$ cat config.mk
export PLATFORM = sky130hd
export DESIGN_NAME = morse_key_scheduler
export DESIGN_NICKNAME = d
export VERILOG_FILES = /design/src/rtl/morse_key_scheduler.sv
export SDC_FILE = /design/constraint.sdc
export NUM_CORES = 1
export LEC_CHECK = 0
export ABC_AREA = 1
export CORE_MARGIN = 8
export CORE_UTILIZATION = 55
export CTS_CLUSTER_DIAMETER = 100
export DETAILED_ROUTE_END_ITERATION = 10
export DONT_BUFFER_PORTS = 1
export PLACE_DENSITY = 0.72
export SYNTH_ARGS = -nofsm -noshare
export SYNTH_HDL_FRONTEND = slang
export SYNTH_SLANG_ARGS = --single-unit
$ cat constraint.sdc
create_clock -name clk -period 1.94 [get_ports clk]
set_clock_uncertainty 0.1 [all_clocks]
set_input_delay 0.388 -clock clk [delete_from_list [all_inputs] [get_ports clk]]
set_output_delay 0.388 -clock clk [all_outputs]
set_load 0.01 [all_outputs]
$ cat src/rtl/morse_key_scheduler.sv
// rtl/morse_key_scheduler.sv - two-requester round-robin Morse symbol keyer
module morse_key_scheduler #(
    parameter int UNIT_TICKS = 4
) (
    input  logic       clk,
    input  logic       rst,
    input  logic [1:0] req,
    input  logic [7:0] sym_bits0,
    input  logic [7:0] sym_bits1,
    input  logic [3:0] sym_len0,
    input  logic [3:0] sym_len1,
    output logic [1:0] ack,
    output logic       gnt_id,
    output logic       busy,
    output logic       done,
    output logic       key_out
);
    typedef enum logic [1:0] {IDLE, MARK, SPACE, LGAP} state_t;

    localparam logic [9:0] ONE_UNIT   = 10'(UNIT_TICKS - 1);
    localparam logic [9:0] THREE_UNIT = 10'(3 * UNIT_TICKS - 1);

    state_t     state_q, state_d;
    logic [9:0] cnt_q, cnt_d;
    logic [7:0] bits_q, bits_d;
    logic [3:0] rem_q, rem_d;
    logic       prio_q, prio_d;
    logic       zpend_q, zpend_d;
    logic [1:0] ack_q, ack_d;
    logic       gnt_q, gnt_d;
    logic       busy_q, busy_d;
    logic       done_q, done_d;
    logic       key_q, key_d;

    logic       winner;
    logic [7:0] sel_bits;
    logic [3:0] sel_len;
    logic [3:0] len_c;

    always_comb begin
        winner   = (req == 2'b11) ? prio_q : req[1];
        sel_bits = winner ? sym_bits1 : sym_bits0;
        sel_len  = winner ? sym_len1 : sym_len0;
        len_c    = (sel_len > 4'd8) ? 4'd8 : sel_len;
    end

    always_comb begin
        state_d = state_q;
        cnt_d   = cnt_q;
        bits_d  = bits_q;
        rem_d   = rem_q;
        prio_d  = prio_q;
        gnt_d   = gnt_q;
        zpend_d = 1'b0;
        ack_d   = 2'b00;
        done_d  = 1'b0;
        case (state_q)
            IDLE: begin
                // A zero-length symbol parks here for its ack cycle; block re-grant until its done.
                if (zpend_q) begin
                    done_d = 1'b1;
                end else if (req != 2'b00) begin
                    ack_d  = winner ? 2'b10 : 2'b01;
                    gnt_d  = winner;
                    prio_d = ~winner;
                    bits_d = sel_bits;
                    if (len_c == 4'd0) begin
                        zpend_d = 1'b1;
                    end else begin
                        state_d = MARK;
                        rem_d   = len_c - 4'd1;
                        cnt_d   = sel_bits[0] ? THREE_UNIT : ONE_UNIT;
                    end
                end
            end
            MARK: begin
                if (cnt_q == 10'd0) begin
                    if (rem_q != 4'd0) begin
                        state_d = SPACE;
                        cnt_d   = ONE_UNIT;
                    end else begin
                        state_d = LGAP;
                        cnt_d   = THREE_UNIT;
                    end
                end else begin
                    cnt_d = cnt_q - 10'd1;
                end
            end
            SPACE: begin
                if (cnt_q == 10'd0) begin
                    state_d = MARK;
                    bits_d  = {1'b0, bits_q[7:1]};
                    rem_d   = rem_q - 4'd1;
                    cnt_d   = bits_q[1] ? THREE_UNIT : ONE_UNIT;
                end else begin
                    cnt_d = cnt_q - 10'd1;
                end
            end
            LGAP: begin
                if (cnt_q == 10'd0) begin
                    state_d = IDLE;
                    done_d  = 1'b1;
                end else begin
                    cnt_d = cnt_q - 10'd1;
                end
            end
            default: state_d = IDLE;
        endcase
        key_d  = (state_d == MARK);
        busy_d = (state_d != IDLE);
    end

    always_ff @(posedge clk) begin
        if (rst) begin
            state_q <= IDLE;
            cnt_q   <= 10'd0;
            bits_q  <= 8'd0;
            rem_q   <= 4'd0;
            prio_q  <= 1'b0;
            zpend_q <= 1'b0;
            ack_q   <= 2'b00;
            gnt_q   <= 1'b0;
            busy_q  <= 1'b0;
            done_q  <= 1'b0;
            key_q   <= 1'b0;
        end else begin
            state_q <= state_d;
            cnt_q   <= cnt_d;
            bits_q  <= bits_d;
            rem_q   <= rem_d;
            prio_q  <= prio_d;
            zpend_q <= zpend_d;
            ack_q   <= ack_d;
            gnt_q   <= gnt_d;
            busy_q  <= busy_d;
            done_q  <= done_d;
            key_q   <= key_d;
        end
    end

    assign ack     = ack_q;
    assign gnt_id  = gnt_q;
    assign busy    = busy_q;
    assign done    = done_q;
    assign key_out = key_q;
endmodule

# Word-level counts from Yosys, hierarchy flattened
# Index checks and enable logic that the tools add are counted.
[classes]
n_eq_ne = 10
order_cmp = 1
reduce_logical = 12
bitwise = 4
addsub = 3
n_mux = 36
[op_table]
columns = ["operator", "count"]
rows = [
  ["2-to-1 mux 10 bit", 6],
  ["case mux 10 bit (4 select lines)", 1],
  ["2-to-1 mux 4 bit", 9],
  ["2-to-1 mux 8 bit", 4],
  ["case mux 8 bit (2 select lines)", 1],
  ["2-to-1 mux 2 bit", 7],
  ["zero test 10 bit", 1],
  ["inequality test 2 bit, second input constant", 5],
  ["subtractor 10 x 1 -> 10 bit, second input constant", 1],
  ["case mux 2 bit (4 select lines)", 1],
  ["case mux 4 bit (2 select lines)", 1],
  ["AND reduction 4 bit", 2],
  ["subtractor 4 x 1 -> 4 bit, second input constant", 2],
  ["== test 2 bit, second input constant", 3],
  ["nonzero test 2 bit", 3],
  ["2-to-1 mux 1 bit", 5],
  ["AND reduction 5 bit", 1],
  ["== test 2 x 1 -> 1 bit, second input constant", 2],
  ["greater-than comparator 4 bit, second input constant", 1],
  ["zero test 4 bit", 1],
  ["inverter 1 bit", 4],
  ["nonzero test 4 bit", 1],
  ["OR reduction 4 bit", 1],
  ["AND reduction 3 bit", 1],
  ["other kinds (2)", 2],
]
[totals]
input_bits = 28
reg_bits = 32
out_inout_bits = 6
word_cells = 77

# Longest topological paths before layout
[depth]
word_depth = 11
mapped_depth = 15
mapped_depth_nobuf = 15

# Worst setup path before layout
# Ideal clock, no wire load.
[synth_path]
kind = "reg-to-reg"
from = "register state_q[0]"
to = "register rem_q[1]"
stages_incl_launch_ff = 12
synth_period_minus_slack_ps = 1790
setup_slack_ps = 150
setup_ps = 70
required_ps = 1770
arrival_time_ps = 1621
path_buffers = 2
cell_sequence = "dfxtp_1 > inv_1 > ha_1 > buf_2 > inv_1 > buf_2 > nand2_1 > nand2_1 > ha_1 > nand2_1 > nand2_1 > a21oi_1"
[synth_via]
elab_chain_cells = 3
elab_cells_between_ends = 9
cone_classes = "5 x eq/ne; 1 x mux; 3 x reduce/logical"
[synth_lines]
columns = ["item", "line_no", "rtl"]
rows = [
  ["start: declaration", "23", "state_t state_q, state_d;"],
  ["start signal: assignment", "127", "state_q <= state_d;"],
  ["== test 2 bit or zero test 2 bit (tied branches)", "57", "case (state_q)"],
  ["inequality test 2 bit (no line) or nonzero test 2 bit (tied branches)", "--", ""],
  ["AND reduction 5 bit (no line)", "--", ""],
  ["end signal: assignment", "130", "rem_q <= rem_d;"],
  ["end: declaration", "26", "logic [3:0] rem_q, rem_d;"],
]
# Parallel ways exist; a longest one is shown, timed or not.
# A chain may end at the register's enable or synchronous reset.

# Worst setup path in the final report
# Same ends and word-level chain as after synthesis.

==> flow_summary.json <==
{
  "cp-endpoint": "rem_q[1]$_SDFFE_PP0P_",
  "gr-usage-all-layers_pct": 16.90,
  "synth_edf_count": 0,
  "cts_root_buffer": "clkbuf_4",
  "start_kind": "flip-flop",
  "synth-seq-cells": 31,
  "clk_pin_slew_ns": 0.10,
  "syn-num-nets": 334,
  "fin_area_um2": 2172,
  "clock_latency_ns": 0.33,
  "synth.distinct_cells": 29,
  "syn_inst": 299,
  "synth_top_cell_area_share_pct": 31.86,
  "worstMarginPinSlew_ns": 0.3459,
  "grt_max_degree": 14,
  "hold_violations": 0,
  "r2r_end": "rem_q[1]$_SDFFE_PP0P_",
  "yosysSeqAreaShare_pct": 31.86,
  "gp_congestion": 0.8713,
  "post-route-util_pct": 64.58,
  "initial_core_util_pct": 57.92,
  "fp.coreArea_um2": 3363,
  "fillers": 337,
  "final_cell_mix": "nand2_1 (82), nor2_1 (35), nand3_1 (31), dfxtp_1 (30), inv_1 (29)",
  "syn2layout_area_growth_pct": 11.50,
  "wirelength_um": 4412,
  "drt_iter0_markers": 145,
  "vias": 1824,
  "drc": 0,
  "required_ns": 2.11,
  "first_pass_iters": 4,
  "layout_commonest_cell": "nand2_1",
  "synthTopCellsByArea": "dfxtp_1 (32%), nand2_1 (16%), nand3_1 (8.0%), nor2_1 (6.9%), inv_1 (6.0%)",
  "drive_above_1_share_pct": 16.88,
  "wl_per_cell_um": 12.26,
  "netlist_area_um2": 1948,
  "grt_first_pass_wirelength_um": 7507,
  "synth.yosys.warnings": 0,
  "timing.fmax_mhz": 554.4,
  "synth_top_flop_cell": "dfxtp_1",
  "clk_path_buf_depth": 2,
  "cts_tree": "done",
  "viasPerCell": 5.067,
  "grt_pass1_vias": 1723,
  "startpoint": "state_q[0]$_SDFF_PP0_",
  "maxCapViolations": 0,
  "vdd_drop_max_v": 0.0006313,
  "async_flop_share_pct": 0,
  "finalCritPeriodShare_pct": 92.98,
  "cp.arrival_ns": 1.98,
  "placed_area_um2": 2053,
  "dieArea_um2": 5703,
  "post-route-min-period_ns": 1.804,
  "io_pins": 34,
  "die_h_um": 75.52,
  "p_leak_nw": 1.045,
  "outcome": "finished clean",
  "antenna_found_initial": 0,
  "power_density_nw_per_um2": 982.1,
  "cp_max_fo": 8,
  "overflow": 0,
  "dpl.hpwl_um": 3383,
  "cts_sinks": 31,
  "yosysTopAreaCell": "dfxtp_1",
  "power.total_mw": 2.133,
  "fp-row-count": 21,
  "htree_levels": 2,
  "worstSetupPathType": "flip-flop to flip-flop",
  "worstRegToRegCells": 9,
  "end_kind": "flip-flop",
  "die_x_um": 75.52,
  "nNetsFinal": 348,
  "hp-class": "primary input to flip-flop",
  "rrSetupSlack_ns": 0.14,
  "port_buffers": 0,
  "r2r-start": "state_q[0]$_SDFF_PP0_",
  "antenna_cells": 0,
  "avgSynthCellArea_um2": 6.515,
  "relSlewSlack_pct": 76.76,
  "maxSlewViolCount": 0,
  "finalSetupViolations": 0,
  "numCtsBuffers": 5,
  "ant_nets": 0
}
==> worst min-delay path by stage <==
stage                                 from                endpoint  slack, ns  cells past startpoint
floorplan           bits_q[1]$_SDFFE_PP0P_  bits_q[1]$_SDFFE_PP0P_       0.33                      2
global placement    bits_q[5]$_SDFFE_PP0P_  bits_q[5]$_SDFFE_PP0P_       0.35                      2
detailed placement  bits_q[5]$_SDFFE_PP0P_  bits_q[5]$_SDFFE_PP0P_       0.35                      2
CTS                                    rst  bits_q[7]$_SDFFE_PP0P_      0.006                      1
global route                           rst         done$_SDFF_PP0_    -0.0001                      1
finish                                 rst  bits_q[5]$_SDFFE_PP0P_       0.01                      1
==> cell usage after synthesis (2+ instances only) <==
master and count:
buf_2 4, nand3_1 31, nor2_4 4, nor2_1 36
inv_1 31, nand2_2 6, ha_1 7, nand2_1 82
xor2_1 2, a31oi_1 2, a211oi_1 6, nand4_1 4
a21oi_1 16, nor3_1 2, o211ai_1 2, clkbuf_1 2
nand2_4 5, dfxtp_1 31, o21ai_0 12, inv_2 5
==> cell families after synthesis <==
logic type,synth area share [%]
AND/OR/NAND/NOR,41.36
flip-flops,31.86
buffers and inverters,9.313
AO/OA/AOI/OAI,12.07
adder cells (fa/ha/maj),4.496
XOR/XNOR,0.8993
==> sequential cells by signal (all words and copies together) (netlist names) <==
| name | flops |
|---|---|
| gnt_id | 1 |
| key_out | 1 |
| state_q | 2 |
| prio_q | 1 |
| busy | 1 |
| bits_q | 7 |
| rem_q | 4 |
| cnt_q | 10 |
| ack | 2 |
| zpend_q | 1 |
| done | 1 |
==> per-stage QoR <==
stage               hold slack (ns)  std cells  setup TNS [ns]  setup slack [ns]
floorplan                    0.3325        299               0            0.1497
global placement             0.3464        349               0            0.1489
detailed placement           0.3500        349               0            0.1131
CTS                        0.006232        357               0           0.09336
global route             -0.0001465        360        -0.03767          -0.01869
finish                      0.01239        360               0            0.1362
==> worst max-delay path, stage by stage (launching register included) <==
cell	delay [ns]
dfxtp_1	0.40
inv_1	0.11
ha_1	0.26
buf_4	0.20
nand2_1	0.07
nand2_1	0.08
ha_1	0.29
nand2_1	0.07
nand2_1	0.04
a21oi_1	0.12
==> repair_timing <==
item                                   CTS  global route
hold buffers                             0             1
endpoints found under the hold margin    0             2
resized for setup                        0             9
setup endpoints to repair                0            13
setup buffers                            0             2
==> layout make-up <==
| class | instances | area (um^2) | area share, % |
|---|---|---|---|
| Inverter | 39 | 156.4 | 7.200 |
| Tap cell | 46 | 57.56 | 2.650 |
| Sequential cell | 31 | 621.8 | 28.63 |
| Timing Repair Buffer | 13 | 100.1 | 4.608 |
| Clock buffer | 8 | 68.82 | 3.168 |
| Multi-Input combinational cell | 223 | 1167 | 53.74 |
==> layer usage <==
metal / GRT usage (%) / part of all wire [%] / up-vias
li1: - / - / 984
met1: 21.12 / 48 / 795
met2: 27.13 / 45 / 37
met3: 5.526 / 4.9 / 8
met4: 4.478 / 1.3 / 0
met5: 0 / 0 / -
==> power by group <==
part / total [mW] / internal (mW) / switching (mW)
combinational: 0.894 / 0.343 / 0.552
sequential: 0.807 / 0.738 / 0.0689
clock: 0.432 / 0.213 / 0.219
total: 2.13 / 1.29 / 0.840
(Power assumes the default switching activity.)
